### src/rtl/riscv_pkg.sv
// Shared RV32 control definitions: opcodes, ALU operation codes, FSM states and
// the registered control word handed from decode to the datapath.
package riscv_pkg;

    typedef enum logic [2:0] {
        StFetch  = 3'd0,
        StDecode = 3'd1,
        StExec   = 3'd2,
        StMem    = 3'd3,
        StWb     = 3'd4,
        StTrap   = 3'd5
    } state_e;

    localparam logic [6:0] OpR      = 7'b0110011;
    localparam logic [6:0] OpImm    = 7'b0010011;
    localparam logic [6:0] OpLoad   = 7'b0000011;
    localparam logic [6:0] OpStore  = 7'b0100011;
    localparam logic [6:0] OpBranch = 7'b1100011;
    localparam logic [6:0] OpLui    = 7'b0110111;
    localparam logic [6:0] OpAuipc  = 7'b0010111;
    localparam logic [6:0] OpJal    = 7'b1101111;
    localparam logic [6:0] OpJalr   = 7'b1100111;

    localparam logic [3:0] AluR      = 4'b0110;
    localparam logic [3:0] AluImm    = 4'b0010;
    localparam logic [3:0] AluLoad   = 4'b0000;
    localparam logic [3:0] AluStore  = 4'b0100;
    localparam logic [3:0] AluBranch = 4'b1100;
    localparam logic [3:0] AluLui    = 4'b0111;
    localparam logic [3:0] AluAuipc  = 4'b0011;
    localparam logic [3:0] AluJump   = 4'b1101;

    typedef struct packed {
        logic [3:0] alu_op;
        logic       alu_src;
        logic [1:0] auipc_lui;
        logic [1:0] jal_jalr;
        logic       is_load;
        logic       is_store;
        logic       is_branch;
    } ctrl_t;

endpackage

### src/rtl/opcode_decode.sv
// Purely combinational opcode -> control word decode; legal_o low for any
// opcode outside the supported RV32I subset.
module opcode_decode
    import riscv_pkg::*;
(
    input  logic [6:0] opcode_i,
    output ctrl_t      ctrl_o,
    output logic       legal_o
);

    always_comb begin
        ctrl_o           = '0;
        ctrl_o.auipc_lui = 2'b10;
        legal_o          = 1'b1;
        case (opcode_i)
            OpR:      ctrl_o.alu_op = AluR;
            OpImm:    begin ctrl_o.alu_op = AluImm;   ctrl_o.alu_src = 1'b1; end
            OpLoad:   begin
                ctrl_o.alu_op  = AluLoad;
                ctrl_o.alu_src = 1'b1;
                ctrl_o.is_load = 1'b1;
            end
            OpStore:  begin
                ctrl_o.alu_op   = AluStore;
                ctrl_o.alu_src  = 1'b1;
                ctrl_o.is_store = 1'b1;
            end
            OpBranch: begin ctrl_o.alu_op = AluBranch; ctrl_o.is_branch = 1'b1; end
            OpLui:    begin
                ctrl_o.alu_op    = AluLui;
                ctrl_o.alu_src   = 1'b1;
                ctrl_o.auipc_lui = 2'b01;
            end
            OpAuipc:  begin
                ctrl_o.alu_op    = AluAuipc;
                ctrl_o.alu_src   = 1'b1;
                ctrl_o.auipc_lui = 2'b00;
            end
            OpJal:    begin ctrl_o.alu_op = AluJump; ctrl_o.jal_jalr = 2'b11; end
            OpJalr:   begin
                ctrl_o.alu_op   = AluJump;
                ctrl_o.alu_src  = 1'b1;
                ctrl_o.jal_jalr = 2'b10;
            end
            default:  begin ctrl_o = '0; legal_o = 1'b0; end
        endcase
    end

endmodule

### src/rtl/multicycle_ctrl.sv
// Multicycle RV32 control FSM: fetch/decode/exec/mem/wb sequencing with
// handshake timeouts, sticky trap flags and a retired-instruction counter.
module multicycle_ctrl
    import riscv_pkg::*;
#(
    parameter int unsigned TO_CYCLES = 64
) (
    input  logic        clk_i,
    input  logic        reset_i,
    input  logic [6:0]  opcode_i,
    input  logic        imem_valid_i,
    input  logic        dmem_ready_i,
    output logic        imem_req_o,
    output logic        ir_write_o,
    output logic        pc_write_o,
    output logic        branch_o,
    output logic        mem_read_o,
    output logic        mem_write_o,
    output logic        mem_to_reg_o,
    output logic        alu_src_o,
    output logic        reg_write_o,
    output logic [3:0]  alu_op_o,
    output logic [1:0]  auipc_lui_o,
    output logic [1:0]  jal_jalr_o,
    output logic [2:0]  state_o,
    output logic        illegal_o,
    output logic        timeout_o,
    output logic [31:0] instret_o
);

    state_e      state_q, state_d;
    ctrl_t       ctrl_q, ctrl_d, dec_ctrl;
    logic        dec_legal;
    logic        req_q, req_d;
    logic [31:0] wait_q, wait_d;
    logic [31:0] instret_q, instret_d;
    logic        illegal_q, illegal_d, timeout_q, timeout_d;
    logic        wait_expired;

    opcode_decode u_decode (
        .opcode_i (opcode_i),
        .ctrl_o   (dec_ctrl),
        .legal_o  (dec_legal)
    );

    assign wait_expired = (wait_q + 32'd1) >= TO_CYCLES;

    always_comb begin
        state_d   = state_q;
        ctrl_d    = ctrl_q;
        wait_d    = wait_q;
        illegal_d = illegal_q;
        timeout_d = timeout_q;
        unique case (state_q)
            StFetch: begin
                // req_q is low only in the first cycle after reset release.
                if (req_q) begin
                    if (imem_valid_i) begin
                        state_d = StDecode;
                    end else if (wait_expired) begin
                        state_d   = StTrap;
                        timeout_d = 1'b1;
                    end else begin
                        wait_d = wait_q + 32'd1;
                    end
                end
            end
            StDecode: begin
                if (dec_legal) begin
                    ctrl_d  = dec_ctrl;
                    state_d = StExec;
                end else begin
                    state_d   = StTrap;
                    illegal_d = 1'b1;
                end
            end
            StExec: begin
                wait_d = '0;
                if (ctrl_q.is_load || ctrl_q.is_store) begin
                    state_d = StMem;
                end else if (ctrl_q.is_branch) begin
                    state_d = StFetch;
                end else begin
                    state_d = StWb;
                end
            end
            StMem: begin
                if (dmem_ready_i) begin
                    wait_d  = '0;
                    state_d = ctrl_q.is_load ? StWb : StFetch;
                end else if (wait_expired) begin
                    state_d   = StTrap;
                    timeout_d = 1'b1;
                end else begin
                    wait_d = wait_q + 32'd1;
                end
            end
            StWb: begin
                wait_d  = '0;
                state_d = StFetch;
            end
            StTrap:  state_d = StTrap;
            default: state_d = StTrap;
        endcase
    end

    assign req_d = (state_d == StFetch);

    // IRWrite and the store-completion PCWrite qualify a registered state with
    // the handshake input so they land in the handshake cycle itself.
    assign imem_req_o   = req_q;
    assign ir_write_o   = req_q & imem_valid_i;
    assign pc_write_o   = (state_q == StWb)
                        | ((state_q == StMem) & ctrl_q.is_store & dmem_ready_i);
    assign branch_o     = (state_q == StExec) & ctrl_q.is_branch;
    assign reg_write_o  = (state_q == StWb);
    assign mem_read_o   = (state_q == StMem) & ctrl_q.is_load;
    assign mem_write_o  = (state_q == StMem) & ctrl_q.is_store;
    assign mem_to_reg_o = ctrl_q.is_load;
    assign alu_src_o    = ctrl_q.alu_src;
    assign alu_op_o     = ctrl_q.alu_op;
    assign auipc_lui_o  = ctrl_q.auipc_lui;
    assign jal_jalr_o   = ctrl_q.jal_jalr;
    assign state_o      = state_q;
    assign illegal_o    = illegal_q;
    assign timeout_o    = timeout_q;
    assign instret_o    = instret_q;

    assign instret_d = instret_q + {31'd0, (pc_write_o | branch_o)};

    always_ff @(posedge clk_i or posedge reset_i) begin
        if (reset_i) begin
            state_q   <= StFetch;
            ctrl_q    <= '0;
            req_q     <= 1'b0;
            wait_q    <= '0;
            instret_q <= '0;
            illegal_q <= 1'b0;
            timeout_q <= 1'b0;
        end else begin
            state_q   <= state_d;
            ctrl_q    <= ctrl_d;
            req_q     <= req_d;
            wait_q    <= wait_d;
            instret_q <= instret_d;
            illegal_q <= illegal_d;
            timeout_q <= timeout_d;
        end
    end

endmodule

### config.mk
export PLATFORM = sky130hd
export DESIGN_NAME = multicycle_ctrl
export DESIGN_NICKNAME = d
export VERILOG_FILES = /design/src/rtl/riscv_pkg.sv /design/src/rtl/opcode_decode.sv /design/src/rtl/multicycle_ctrl.sv
export SDC_FILE = /design/constraint.sdc
export NUM_CORES = 1
export LEC_CHECK = 0
export CAP_MARGIN = 20
export CELL_PAD_IN_SITES_DETAIL_PLACEMENT = 0
export CELL_PAD_IN_SITES_GLOBAL_PLACEMENT = 1
export CORE_MARGIN = 2
export CORE_UTILIZATION = 49
export CTS_CLUSTER_DIAMETER = 120
export DETAILED_ROUTE_END_ITERATION = 10
export DONT_BUFFER_PORTS = 1
export GPL_TIMING_DRIVEN = 0
export PLACE_DENSITY = 0.85
export SLEW_MARGIN = 20
export SYNTH_ARGS = -nofsm -noshare
export SYNTH_HDL_FRONTEND = slang
export SYNTH_SLANG_ARGS = --single-unit
### constraint.sdc
create_clock -name clk_i -period 3.6 [get_ports clk_i]
set_clock_uncertainty 0.1 [all_clocks]
set_input_delay 0.36 -clock clk_i [delete_from_list [all_inputs] [get_ports clk_i]]
set_output_delay 0.36 -clock clk_i [all_outputs]
set_load 0.03 [all_outputs]
==> out/results.ini, run 1 <==
[critical_path]
cp-end-kind = register
crit_required_ns = 3.78
crit_type = reg -> reg
worstPathMaxFanout = 10
crit_arrival_ns = 3.59
startpoint_type = register

[die]
placementRows = 34
ioPinCount = 65
core_um2 = 8590
die_area_um2 = 9510
fp.dieH_um = 97.5
start_util = 0.499
die_w_um = 97.5

[grt]
grt_max_degree = 50
antenna_found_initial = 0
grt-ovfl-total = 0
grt_pass1_wl_mm = 15.3
grt_pass1_vias = 3161
grt_usage = 0.193

[clock_tree]
clock-sinks = 82
cts_root_buf = clkbuf_8
path_clk_slew_ns = 0.10
htreeDepth = 3
clk_latency_ns = 0.35
clockBufferDepth = 2
cts_buffers = 9
cts_tree = yes

[timing]
worst_pin_slew_ns = 0.733
max_slew_margin = 0.506
hold_viol_final = 0
setup_viol = 0
period_needed_ns = 3.40
timing.final.max_slew_violations = 0
setup-tns-final_ns = 0
period_share = 0.946
fmax_ghz = 0.294

[yosys]
syn-cell-area_um2 = 4280
ys_ff_latch = 82
synth_enable_flop_cells = 0
yosysWarningCount = 0
yosysUniqueCellTypes = 53
ys_seq_area_frac = 0.479
syn_inst = 436
synth_fp_nets = 450
synth_flop_cell = dfrtp_1
postSynth.asyncResetShare = 1.00
syn_avg_cell_area_um2 = 9.83

[placed_design]
placed_area_um2 = 4460
hpwlAfterDp_mm = 6.41
dp_cells = 545
port_buffers = 0
gp_congestion = 0.817

[power_and_ir_drop]
p_seq_frac = 0.573
p_per_area_nw_per_um2 = 339
pwr-share-clk = 0.403
power.leakage_nw = 2.20
ir_drop_mv = 0.258
p_int_mw = 1.20
combPwrFrac = 0.024
switchingPower_mw = 0.409
sw_frac_of_total = 0.254

[finish]
fill_cells = 798
area_delta_synth_final_pct = 10.8
drive_above_1_share = 0.136
seq_area_um2 = 2050
stdcell_count = 565
multi_input_area_um2 = 2130
mostFrequentLayoutCells = 80 x dfrtp_1, 43 x and3_1, 36 x nand2_1, 24 x nand3_1, 23 x xnor2_1
final_common_cell = dfrtp_1
n_antenna_cell = 0
layout.nets = 466
final_area_um2 = 4750

[drt]
routed_wl_mm = 9.06
vias_per_cell = 5.86
drc = 0
wire_per_inst_um = 16.0
antenna_left = 0
dr.pass1.iters = 4
drt_iter0_drc = 182
via_count = 3313

[status]
outcome = finished clean

[flow_run]
cap_viol_max_count = 0

[min_path]
hp-class = in -> reg

[synth_stat cells, types with 3 or more instances]
master	instances	area (µm²)
and4_1	9	78.8
or4_1	4	30.0
nand4_1	16	100
or3_1	6	37.5
nor2b_1	3	18.8
nor4_1	9	56.3
buf_2	4	20.0
and3_1	44	275
clkbuf_1	11	41.3
nor3_1	10	50.1
dfrtp_1	82	2050
or2_2	5	31.3
nand2_1	36	135
nand2b_1	3	18.8
nor2_1	23	86.3
o21ai_0	19	95.1
xor2_1	16	140
and2_1	4	25.0
a21oi_1	9	45.0
ha_1	3	37.5
o31ai_1	8	60.1
a31oi_1	4	25.0
xnor2_1	23	201
a211oi_1	3	22.5
nand3_1	26	130
inv_1	13	48.8
buf_4	8	60.1
[worst max-delay path, cell delays in order, from the launching register on]
cell	delay [ns]
dfrtp_2	0.47
buf_4	0.21
inv_1	0.10
nor2_4	0.15
and3_1	0.42
or2_2	0.20
ha_1	0.20
nand3_2	0.13
nor3_2	0.26
and2_4	0.20
and3_1	0.18
nand4_1	0.27
nor3_2	0.28
xor2_1	0.15
[power by group through the flow]
stage               combinational [mW]  clock, mW  sequential, mW
global route                    0.0440      0.704           0.924
CTS                             0.0395      0.668           0.924
floorplan                       0.0260          0           0.942
detailed placement              0.0374          0           0.942
finish                          0.0382      0.649           0.924
global placement                0.0325          0           0.942
[area by class of cell]
type,count,share of cell area
multi-input cells,318,0.448
flip-flops and latches,82,0.433
well taps,108,0.0285
plain buffers,23,0.0274
clock buffers,9,0.0261
clock inverters,7,0.0137
repair buffers,5,0.0132
inverters,13,0.0108
[routing by layer]
metal,up-vias,GRT usage,wire length [µm]
li1,1620,-,-
met1,1605,0.278,4350
met2,77,0.290,4160
met3,11,0.0432,422
met4,0,0.0662,123
met5,-,0,0
[sequential cells by signal, summed over array words and instances (netlist names)]
signal        count
illegal_o         1
state_o           3
timeout_o         1
mem_to_reg_o      1
alu_src_o         1
instret_o        32
wait_q           32
imem_req_o        1
jal_jalr_o        2
alu_op_o          4
auipc_lui_o       2
ctrl_q            2
[worst paths after layout]
path	startpoint	end	slack, ns	cells after the start
worst max-delay path	state_o[1]	instret_o[31]	0.20	13
worst min-delay path	opcode_i[5]	ctrl_q[1]	0.05	2
worst max register to register	state_o[1]	instret_o[31]	0.20	13
worst min register to register	alu_op_o[0]	alu_op_o[0]	0.39	2
max in group asynchronous	reset_i	state_o[2]	2.37	3
min in group asynchronous	reset_i	instret_o[25]	0.41	2
[kinds of logic after synthesis]
| logic type | after synthesis | share of synthesized area |
|---|---|---|
| AO/OA/AOI/OAI | 62 | 0.0961 |
| XOR/XNOR | 39 | 0.0797 |
| adder cells (fa/ha/maj) | 3 | 0.00876 |
| buffers and inverters | 36 | 0.0397 |
| flip-flops | 82 | 0.479 |
| multiplexers | 1 | 0.00234 |
| AND/OR/NAND/NOR | 213 | 0.294 |
[through the flow]
| stage | setup slack (ns) | total power [mW] | hold slack (ns) | util |
|---|---|---|---|---|
| 3_5_place_dp | -0.601 | 0.980 | 0.176 | 0.518 |
| 6_report | 0.196 | 1.61 | 0.0497 | 0.553 |
| 4_1_cts | 0.00166 | 1.63 | 0.0326 | 0.547 |
| 2_1_floorplan | 0.0201 | 0.968 | 0.344 | - |
| 5_1_grt | -0.0127 | 1.67 | 0.0520 | 0.553 |
| 3_3_place_gp | -0.560 | 0.975 | 0.360 | 0.515 |
[what timing repair did]
item / 4_1_cts / 5_1_grt
setup buffers: 0 / 2
endpoints found under the hold margin: 34 / 0
hold buffers: 2 / 0
pin swaps: 1 / 3
resized for setup: 12 / 12
endpoints found under the setup margin: 13 / 9
gates cloned: 0 / 0
No activity file was read; power rests on OpenSTA's default activity.
==> inputs of run 2 (changes only) <==
--- a/config.mk
+++ b/config.mk
@@ -8,7 +8,6 @@
 export CAP_MARGIN = 20
 export CELL_PAD_IN_SITES_DETAIL_PLACEMENT = 0
 export CELL_PAD_IN_SITES_GLOBAL_PLACEMENT = 1
-export CORE_MARGIN = 2
 export CORE_UTILIZATION = 49
 export CTS_CLUSTER_DIAMETER = 120
 export DETAILED_ROUTE_END_ITERATION = 10
==> out/results.ini, run 2 (same netlist as run 1, synthesis figures left out) <==
[timing]
worst_pin_slew_ns = 0.804  ; +0.0703 ns
period_needed_ns = 3.34  ; -0.0622 ns
fmax_ghz = 0.299  ; +1.9%
timing.final.max_slew_violations = 0  ; unchanged
max_slew_margin = 0.459  ; -0.0474
hold_viol_final = 0  ; unchanged
setup-tns-final_ns = 0  ; unchanged
period_share = 0.928  ; -0.0173
fin_ws_ns = 0.258  ; +0.0622 ns
setup_viol = 0  ; unchanged
holdWs_ns = 0.0627  ; +0.0130 ns

[die]
placementRows = 33  ; -2.9%
core_um2 = 8340  ; -2.9%
die_area_um2 = 9120  ; -4.1%
ioPinCount = 65  ; unchanged
start_util = 0.514  ; +0.0151
fp.dieH_um = 95.5  ; -2.1%
die_w_um = 95.5  ; -2.1%

[power_and_ir_drop]
ir_drop_mv = 0.213  ; -17%
power.leakage_nw = 2.21  ; +0.30%
power.total_mw = 1.62  ; +0.45%
p_per_area_nw_per_um2 = 341  ; +0.48%

[finish]
final_common_cell = dfrtp_1
n_antenna_cell = 0  ; unchanged
drive_above_1_share = 0.137  ; +0.00159
mostFrequentLayoutCells = 80 x dfrtp_1, 43 x and3_1, 36 x nand2_1, 25 x nand3_1, 23 x xnor2_1
layout.nets = 468  ; +0.43%
seq_area_um2 = 2050  ; unchanged
fill_cells = 773  ; -3.1%
stdcell_count = 564  ; -0.18%
multi_input_area_um2 = 2110  ; -0.71%
area_delta_synth_final_pct = 10.8  ; about the same

[clock_tree]
htreeDepth = 3  ; unchanged
cts_tree = yes
cts_buffers = 9  ; unchanged
path_clk_slew_ns = 0.10  ; about the same
cts_root_buf = clkbuf_8
clk_latency_ns = 0.36  ; about the same
clockBufferDepth = 2  ; unchanged
clock-sinks = 82  ; unchanged

[grt]
antenna_found_initial = 0  ; unchanged
grt_max_degree = 53  ; +6.0%
grt_pass1_vias = 3238  ; +2.4%
grt_pass1_wl_mm = 15.4  ; +1.1%
grt_usage = 0.219  ; +0.0257
grt-ovfl-total = 0  ; unchanged

[status]
outcome = finished clean

[drt]
drc = 0  ; unchanged
via_count = 3373  ; +1.8%
routed_wl_mm = 9.13  ; +0.77%
vias_per_cell = 5.98  ; +2.0%
antenna_left = 0  ; unchanged
drt_iter0_drc = 232  ; +27%
wire_per_inst_um = 16.2  ; +0.95%
dr.pass1.iters = 4  ; unchanged

[critical_path]
worstPathMaxFanout = 10  ; unchanged
crit_arrival_ns = 3.48  ; -0.11 ns
cp-end-kind = register
crit_required_ns = 3.74  ; -0.04 ns
startpoint_type = register
crit_type = reg -> reg

[placed_design]
hpwlAfterDp_mm = 6.45  ; +0.64%
dp_cells = 542  ; -0.55%
gp_congestion = 0.818  ; about the same
port_buffers = 0  ; unchanged
dp_slack_ns = -0.513  ; +0.0883 ns

[min_path]
hp-class = in -> reg

[flow_run]
cap_viol_max_count = 0  ; unchanged

## run 2: cell count changes in the layout (fill, tap and decap cells not counted), sizes merged
| cell | previous run | this run |
|---|---|---|
| buf | 16 | 18 |
| clkbuf | 19 | 20 |
| clkinv | 0 | 1 |
| inv | 19 | 17 |
## run 2: cell type report
| cell class | count | area share |
|---|---|---|
| Clock inverter | 6 | 0.0113 |
| Tap cell | 105 | 0.0277 |
| Sequential cell | 82 | 0.433 |
| Clock buffer | 10 | 0.0290 |
| Inverter | 13 | 0.0108 |
| Multi-Input combinational cell | 318 | 0.445 |
| Buffer | 23 | 0.0274 |
| Timing Repair Buffer | 7 | 0.0163 |
## run 2: what timing repair did
action / CTS / global route
pin swaps: 2 / 4
buffers inserted: 1 / 3
resized for setup: 14 / 5
hold buffers: 2 / 0
hold endpoints to repair: 31 / 0
setup endpoints to repair: 12 / 8
## run 2: stage by stage
| step | area, µm² | util |
|---|---|---|
| global route | 4750 | 0.569 |
| CTS | 4710 | 0.565 |
| detailed placement | 4450 | 0.534 |
| finish | 4750 | 0.569 |
| global placement | 4420 | 0.530 |
| floorplan | 4290 | - |
## run 2: routing by layer
metal	share of wire	global-route usage	wire length [µm]	vias to the layer above
met1	0.48	0.315	4350	1658
li1	-	-	-	1632
met4	0.011	0.0833	103	0
met5	0	0	0	-
met3	0.051	0.0590	466	9
met2	0.46	0.313	4200	74
## run 2: where the power goes
group | switching [mW] | total, mW | internal, mW | leakage, nW
clock | 0.374 | 0.657 | 0.283 | 0.0958
sequential | 0.00232 | 0.924 | 0.922 | 1.13
combinational | 0.0273 | 0.0379 | 0.0106 | 0.987
## run 2: worst paths after layout
path | end | from | slack [ns] | depth (start not counted)
setup / recovery | instret_o[23] | state_o[1] | 0.26 | 14
hold / removal | ctrl_q[1] | opcode_i[5] | 0.06 | 2
setup reg to reg | instret_o[23] | state_o[1] | 0.26 | 14
hold reg to reg | auipc_lui_o[1] | auipc_lui_o[1] | 0.39 | 2
max in group asynchronous | wait_q[11] | reset_i | 2.44 | 3
min in group asynchronous | mem_to_reg_o | reset_i | 0.39 | 2
## run 2: critical path, cell delays in order (launching register included)
cell and delay (ns):
dfrtp_2 0.46, buf_4 0.21, inv_1 0.09, nor2_2 0.18
and3_4 0.28, a21o_4 0.19, or2_2 0.14, ha_1 0.19
nand3_1 0.18, nor3_2 0.19, and2_1 0.22, and3_1 0.19
nand4_1 0.24, buf_4 0.23, xnor2_1 0.11
